<file path="src/rtl/packet_types.sv">
// Shared flit and FSM types for the VC-aware CPU-to-NoC flitizer.
// Head flit fields are laid out in NODE_ID_W-wide slots from the LSB.
package packet_types;

    typedef enum logic [1:0] {
        FT_BODY     = 2'b00,
        FT_HEAD     = 2'b01,
        FT_TAIL     = 2'b10,
        FT_HEADTAIL = 2'b11
    } flit_type_t;

    typedef enum logic [1:0] {
        S_IDLE,
        S_HEAD,
        S_BODY
    } flitizer_state_t;

    localparam int HEAD_DST_FIELD = 0;
    localparam int HEAD_SRC_FIELD = 1;
    localparam int HEAD_LEN_FIELD = 2;

endpackage

</file>
<file path="src/rtl/noc_credit_counter.sv">
// Credit counter for one router input buffer (one virtual channel).
// A return at full credit with no send holds the count and flags overflow.
module noc_credit_counter #(
    parameter int BUF_DEPTH = 4,
    localparam int CW = $clog2(BUF_DEPTH + 1)
) (
    input  logic clk,
    input  logic rst_n,
    input  logic inc,
    input  logic dec,
    output logic nonzero,
    output logic overflow
);

    localparam logic [CW-1:0] FULL = CW'(BUF_DEPTH);

    logic [CW-1:0] count_q;
    logic [CW-1:0] count_d;

    always_comb begin
        count_d  = count_q;
        overflow = 1'b0;
        case ({inc, dec})
            2'b10: begin
                if (count_q == FULL) overflow = 1'b1;
                else count_d = count_q + 1'b1;
            end
            2'b01: begin
                if (count_q != '0) count_d = count_q - 1'b1;
            end
            default: ;
        endcase
    end

    assign nonzero = (count_q != '0);

    always_ff @(posedge clk or negedge rst_n) begin
        if (!rst_n) count_q <= FULL;
        else count_q <= count_d;
    end

endmodule

</file>
<file path="src/rtl/cpu_to_noc_flitizer_vc.sv">
// Turns one CPU packet request into head/body/tail flits on a credited VC.
// Optional CPU_TO_NOC_FLITIZER_PARITY_EN adds a registered even-parity bit.
module cpu_to_noc_flitizer_vc
    import packet_types::*;
#(
    parameter int FLIT_DATA_W = 32,
    parameter int MAX_BODY    = 4,
    parameter int NUM_VC      = 2,
    parameter int NODE_ID_W   = 8,
    parameter int SRC_ID      = 0,
    parameter int BUF_DEPTH   = 4,
    localparam int VC_W  = (NUM_VC > 1) ? $clog2(NUM_VC) : 1,
    localparam int LEN_W = $clog2(MAX_BODY + 1)
) (
    input  logic                          clk,
    input  logic                          rst_n,
    input  logic                          cpu_valid,
    output logic                          cpu_ready,
    input  logic [NODE_ID_W-1:0]          cpu_dst_id,
    input  logic [VC_W-1:0]               cpu_vc,
    input  logic [LEN_W-1:0]              cpu_len,
    input  logic [MAX_BODY*FLIT_DATA_W-1:0] cpu_payload,
    output logic                          noc_flit_valid,
    input  logic                          noc_flit_ready,
    output logic [1:0]                    noc_flit_type,
    output logic [VC_W-1:0]               noc_flit_vc,
    output logic [FLIT_DATA_W-1:0]        noc_flit_data,
`ifdef CPU_TO_NOC_FLITIZER_PARITY_EN
    output logic                          noc_flit_parity,
`endif
    input  logic [NUM_VC-1:0]             noc_credit_ret,
    output logic                          credit_err,
    output logic                          busy
);

    localparam int IDX_W = (MAX_BODY > 1) ? $clog2(MAX_BODY) : 1;

    flitizer_state_t state_q, state_d;
    flit_type_t      type_q, type_d;
    logic [LEN_W-1:0]       len_q, len_d;
    logic [VC_W-1:0]        vc_q, vc_d;
    logic [IDX_W-1:0]       idx_q, idx_d;
    logic [FLIT_DATA_W-1:0] data_q, data_d;
    logic [FLIT_DATA_W-1:0] payload_q [MAX_BODY];
    logic [FLIT_DATA_W-1:0] payload_d [MAX_BODY];
    logic                   err_q, err_d;
`ifdef CPU_TO_NOC_FLITIZER_PARITY_EN
    logic                   parity_q, parity_d;
`endif

    logic [NUM_VC-1:0]      credit_nz;
    logic [NUM_VC-1:0]      credit_ovf;
    logic [NUM_VC-1:0]      credit_dec;
    logic                   fire;
    logic [LEN_W-1:0]       len_in;
    logic [VC_W-1:0]        vc_in;
    logic [FLIT_DATA_W-1:0] head_data;

    // Credits only rise while waiting, so valid never drops before handshake
    assign noc_flit_valid = (state_q != S_IDLE) && credit_nz[vc_q];
    assign fire           = noc_flit_valid && noc_flit_ready;

    for (genvar v = 0; v < NUM_VC; v++) begin : g_vc
        assign credit_dec[v] = fire && (32'(vc_q) == v);
        noc_credit_counter #(
            .BUF_DEPTH(BUF_DEPTH)
        ) u_credit (
            .clk     (clk),
            .rst_n   (rst_n),
            .inc     (noc_credit_ret[v]),
            .dec     (credit_dec[v]),
            .nonzero (credit_nz[v]),
            .overflow(credit_ovf[v])
        );
    end

    always_comb begin
        len_in = (32'(cpu_len) > MAX_BODY) ? LEN_W'(MAX_BODY) : cpu_len;
        vc_in  = VC_W'(32'(cpu_vc) % NUM_VC);
        head_data = '0;
        head_data[HEAD_DST_FIELD*NODE_ID_W +: NODE_ID_W] = cpu_dst_id;
        head_data[HEAD_SRC_FIELD*NODE_ID_W +: NODE_ID_W] = NODE_ID_W'(SRC_ID);
        head_data[HEAD_LEN_FIELD*NODE_ID_W +: LEN_W]     = len_in;
    end

    always_comb begin
        state_d   = state_q;
        type_d    = type_q;
        len_d     = len_q;
        vc_d      = vc_q;
        idx_d     = idx_q;
        data_d    = data_q;
        payload_d = payload_q;
        err_d     = err_q | (|credit_ovf);
        case (state_q)
            S_IDLE: begin
                if (cpu_valid) begin
                    len_d  = len_in;
                    vc_d   = vc_in;
                    data_d = head_data;
                    type_d = (len_in == '0) ? FT_HEADTAIL : FT_HEAD;
                    for (int i = 0; i < MAX_BODY; i++)
                        payload_d[i] = cpu_payload[i*FLIT_DATA_W +: FLIT_DATA_W];
                    state_d = S_HEAD;
                end
            end
            S_HEAD: begin
                if (fire) begin
                    if (len_q == '0) begin
                        state_d = S_IDLE;
                    end else begin
                        state_d = S_BODY;
                        idx_d   = '0;
                        data_d  = payload_q[0];
                        type_d  = (32'(len_q) == 1) ? FT_TAIL : FT_BODY;
                    end
                end
            end
            S_BODY: begin
                if (fire) begin
                    if (32'(idx_q) + 1 == 32'(len_q)) begin
                        state_d = S_IDLE;
                    end else begin
                        idx_d  = idx_q + 1'b1;
                        data_d = payload_q[idx_q + 1'b1];
                        type_d = (32'(idx_q) + 2 == 32'(len_q)) ? FT_TAIL : FT_BODY;
                    end
                end
            end
            default: state_d = S_IDLE;
        endcase
`ifdef CPU_TO_NOC_FLITIZER_PARITY_EN
        parity_d = ^{type_d, vc_d, data_d};
`endif
    end

    always_ff @(posedge clk or negedge rst_n) begin
        if (!rst_n) begin
            state_q <= S_IDLE;
            type_q  <= FT_BODY;
            len_q   <= '0;
            vc_q    <= '0;
            idx_q   <= '0;
            data_q  <= '0;
            err_q   <= 1'b0;
            for (int i = 0; i < MAX_BODY; i++) payload_q[i] <= '0;
`ifdef CPU_TO_NOC_FLITIZER_PARITY_EN
            parity_q <= 1'b0;
`endif
        end else begin
            state_q   <= state_d;
            type_q    <= type_d;
            len_q     <= len_d;
            vc_q      <= vc_d;
            idx_q     <= idx_d;
            data_q    <= data_d;
            err_q     <= err_d;
            payload_q <= payload_d;
`ifdef CPU_TO_NOC_FLITIZER_PARITY_EN
            parity_q  <= parity_d;
`endif
        end
    end

    assign cpu_ready     = (state_q == S_IDLE);
    assign busy          = (state_q != S_IDLE);
    assign noc_flit_type = type_q;
    assign noc_flit_vc   = vc_q;
    assign noc_flit_data = data_q;
    assign credit_err    = err_q;
`ifdef CPU_TO_NOC_FLITIZER_PARITY_EN
    assign noc_flit_parity = parity_q;
`endif

endmodule

</file>
<file path="config.mk">
export PLATFORM = sky130hd
export DESIGN_NAME = cpu_to_noc_flitizer_vc
export DESIGN_NICKNAME = d
export VERILOG_FILES = /design/src/rtl/packet_types.sv /design/src/rtl/noc_credit_counter.sv /design/src/rtl/cpu_to_noc_flitizer_vc.sv
export SDC_FILE = /design/constraint.sdc
export NUM_CORES = 1
export LEC_CHECK = 0
export ABC_AREA = 1
export BUFFER_PORTS_ARGS = -buffer_cell sky130_fd_sc_hd__buf_2
export CORE_MARGIN = 5
export CORE_UTILIZATION = 35
export CTS_CLUSTER_DIAMETER = 120
export CTS_CLUSTER_SIZE = 10
export DETAILED_ROUTE_END_ITERATION = 7
export PLACE_DENSITY = 0.62
export SYNTH_ARGS = -nofsm -noshare
export SYNTH_HDL_FRONTEND = slang
export SYNTH_SLANG_ARGS = --single-unit
</file>
<file path="constraint.sdc">
create_clock -name clk -period 3.9 [get_ports clk]
set_clock_uncertainty 0.2 [all_clocks]
set_input_delay 0.585 -clock clk [delete_from_list [all_inputs] [get_ports clk]]
set_output_delay 0.585 -clock clk [all_outputs]
set_load 0.05 [all_outputs]
</file>
==> results by group <==
Run status
  • Outcome: complete, but fails checks
  • Violated checks: hold timing

STA
  • Worst Hold Slack: -0.0317 ns
  • RSZ-0062 raised after global routing: false
  • Worst slew margin: 43.6%
  • Fin. Hold Viols: 15
  • Setup_tns: 0 ns
  • Tightest Pin Transition: 0.846 ns
  • Min Tclk post-route: 2.79 ns
  • Final setup viols: 0
  • Setup ws final: 1.11 ns
  • Slew Viols, Final: 0
  • Highest clock rate: 0.359 GHz
  • Period utilisation layout: 71.4%

Synth
  • Commonest cells post-synth: nand2_1 (630), dfrtp_1 (175), nand3_1 (80)
  • Synth top area cells: dfrtp_1 (50%), nand2_1 (27%), nand3_1 (4.6%)
  • Mux cell area share after synthesis: 0.257%
  • Simple-Gate Fraction of Synth Area: 33.3%
  • Number of library cell types mapped by synthesis: 32
  • Cell count after synthesis: 1,180
  • Syn nets: 1,339
  • Async SR Flop Fraction: 100%
  • Syn_area_per_cell: 7.43 um2
  • Main synth FF type: dfrtp_1
  • Synth Area in Compound Gates: 6.11%
  • Seq/Total Area, Yosys: 50.5%
  • XOR/XNOR Fraction of Synth Area: 1.10%
  • EDFF count, synth: 0
  • Share of the synthesized area in the top cell type: 49.9%
  • Synth Cell Area: 0.00877 mm2
  • Count leader, synth: nand2_1
  • Synthesized flop and latch total: 177
  • Yosys warnings: 0
  • Post-synthesis adder-cell area fraction: 1.85%
  • Largest family of logic cells by synthesized area: simple AND/OR/NAND/NOR gates
  • Synth area leader: dfrtp_1

Place
  • Pre-CTS setup slack: 1.11 ns
  • IO Port Bufs: 184
  • Placed Cells: 1,640
  • Final GP Congestion: 0.854
  • HPWL after detailed placement: 19.4 mm

Cells and area
  • # diodes: 0
  • Area delta synth->final: 19.6%
  • Post-layout util: 42.1%
  • Final Net Count: 1,488
  • Fin cells: 1,672
  • Share of cells above drive strength 1: 18.6%

Clocking
  • Clock Path Buffers: 2
  • TritonCTS Sinks: 177
  • TritonCTS buffer count: 17
  • Clk Latency, worst-skew pair: 0.43 ns
  • Post-CTS Setup Bufs: 0
  • Worst-path clk slew: 0.08 ns
  • Post-cts resize count: 0
  • Clk root buf: clkbuf_16
  • TritonCTS clock tree: done
  • Cts hold-fix bufs: 0
  • CTS H-tree depth: 4

Worst hold path
  • Worst hold path class: in2async

Global route
  • Pin count of the biggest net entering global routing: 90
  • GRT Util Overall: 18.9%
  • Global-route wire length before repair: 42.3 mm
  • Initial antenna violation count: 0
  • GR Overflow Total: 0
  • Number of global-route vias before repair: 7,510

Setup path
  • Data arrival time of the worst path: 2.90 ns
  • Worst-path fanout max: 89
  • Startpoint Class: register
  • CP Class: reg2reg
  • Setup crit end kind: register
  • WP data required: 4.02 ns

Die
  • DIE HEIGHT: 168 um
  • Starting Density: 35.2%
  • FP Rows: 58
  • Core Region: 0.0249 mm2
  • Ports: 185
  • Die width: 168 um
  • Die Area: 0.0283 mm2

Route
  • DRT antenna net count: 0
  • Final wirelength: 26.9 mm
  • Initial drt markers: 821
  • Routed via count: 7,889
  • DRC viols: 0
  • DRT Pass-1 Iters: 5
  • Routed WL per cell: 16.1 um
  • Number of vias per cell: 4.72

Power
  • Power Dens Cells: 877 mW/mm2
  • Leakage power: 5.79 nW
  • Worst vdd ir: 0.000372 V

Flow run
  • Max-capacitance violation count: 0
==> worst max-delay path, cell delays in order, from the launching register on <==
cell	delay (ns)
dfrtp_2	0.36
buf_4	0.64
inv_2	0.08
nand2_1	0.09
nand2_1	0.07
nand4_1	0.11
o21ai_2	0.10
nor2_8	0.45
nand2_4	0.35
nand2_1	0.14
nand2_1	0.07
==> flip-flops by register name, summed over array words and instances, names as in the netlist <==
signal,count
credit_err,1
g_vc.u_credit.count_q,6
idx_q,2
len_q,3
noc_flit_data,32
noc_flit_type,2
noc_flit_vc,1
payload_q,128
state_q,2
==> layout make-up <==
type,count,area [um2]
inverter,75,284
fill,2612,14400
clock inverter,15,165
multi-input combinational,863,3750
tap,330,413
timing repair buffer,195,1020
sequential,177,4430
clock buffer,17,425
==> worst paths after layout <==
check	start	endpoint	slack, ns	depth (start not counted)
setup / recovery	idx_q[0]$_DFFE_PN0P_	noc_flit_data[18]$_DFFE_PN0P_	1.11	10
hold / removal	rst_n	noc_flit_data[19]$_DFFE_PN0P_	-0.03	1
setup reg to reg	idx_q[0]$_DFFE_PN0P_	noc_flit_data[18]$_DFFE_PN0P_	1.11	10
hold reg to reg	credit_err$_DFF_PN0_	credit_err$_DFF_PN0_	0.27	1
max in group asynchronous	rst_n	noc_flit_data[7]$_DFFE_PN0P_	2.61	2
min in group clk	cpu_payload[22]	payload_q[118]$_DFFE_PN0P_	0.14	3
==> stage by stage <==
stage / cell area [um2] / power [mW]
after floorplan: 8770 / 6.34
after global placement: 9900 / 7.45
after detailed placement: 9900 / 7.49
after CTS: 10500 / 9.23
after global routing: 10500 / 9.92
final: 10500 / 9.20
==> logic make-up (layout without fill, tap and decap cells) <==
| group | after synthesis | count (layout) |
|---|---|---|
| compound gates | 104 | 104 |
| xor+xnor | 11 | 11 |
| fa+ha+maj | 13 | 13 |
| buf+inv | 140 | 302 |
| flops | 177 | 177 |
| mux | 2 | 2 |
| simple gates | 733 | 733 |
==> cells in the final DEF (no fill, tap or decap), types with 2 or more instances in the layout <==
cell type	instances
nand2_1	629
buf_2	183
dfrtp_1	174
nand3_1	80
inv_1	67
o21ai_0	61
a21oi_1	33
clkbuf_16	17
ha_1	13
buf_4	10
nor2_1	9
o22ai_1	9
xor2_1	7
inv_2	5
inv_8	5
inv_6	5
xnor2_1	4
nand3b_1	3
clkinv_8	3
nand3_2	2
nand2_4	2
mux2_2	2
nand2_2	2
clkinv_1	2
dfstp_2	2
==> power breakdown <==
group | internal, mW | switching, mW
combinational | 1.21 | 3.02
clock | 0.866 | 0.854
sequential | 2.69 | 0.557
total | 4.77 | 4.44
==> routing by layer <==
metal	vias to the layer above	global-route usage [%]	part of all wire, %
met5	-	0	0
met4	0	5.40	2.2
met3	29	3.64	5.9
met2	254	26.5	42
met1	3652	29.3	49
li1	3954	-	-
Power figures use the tool's default switching activity.
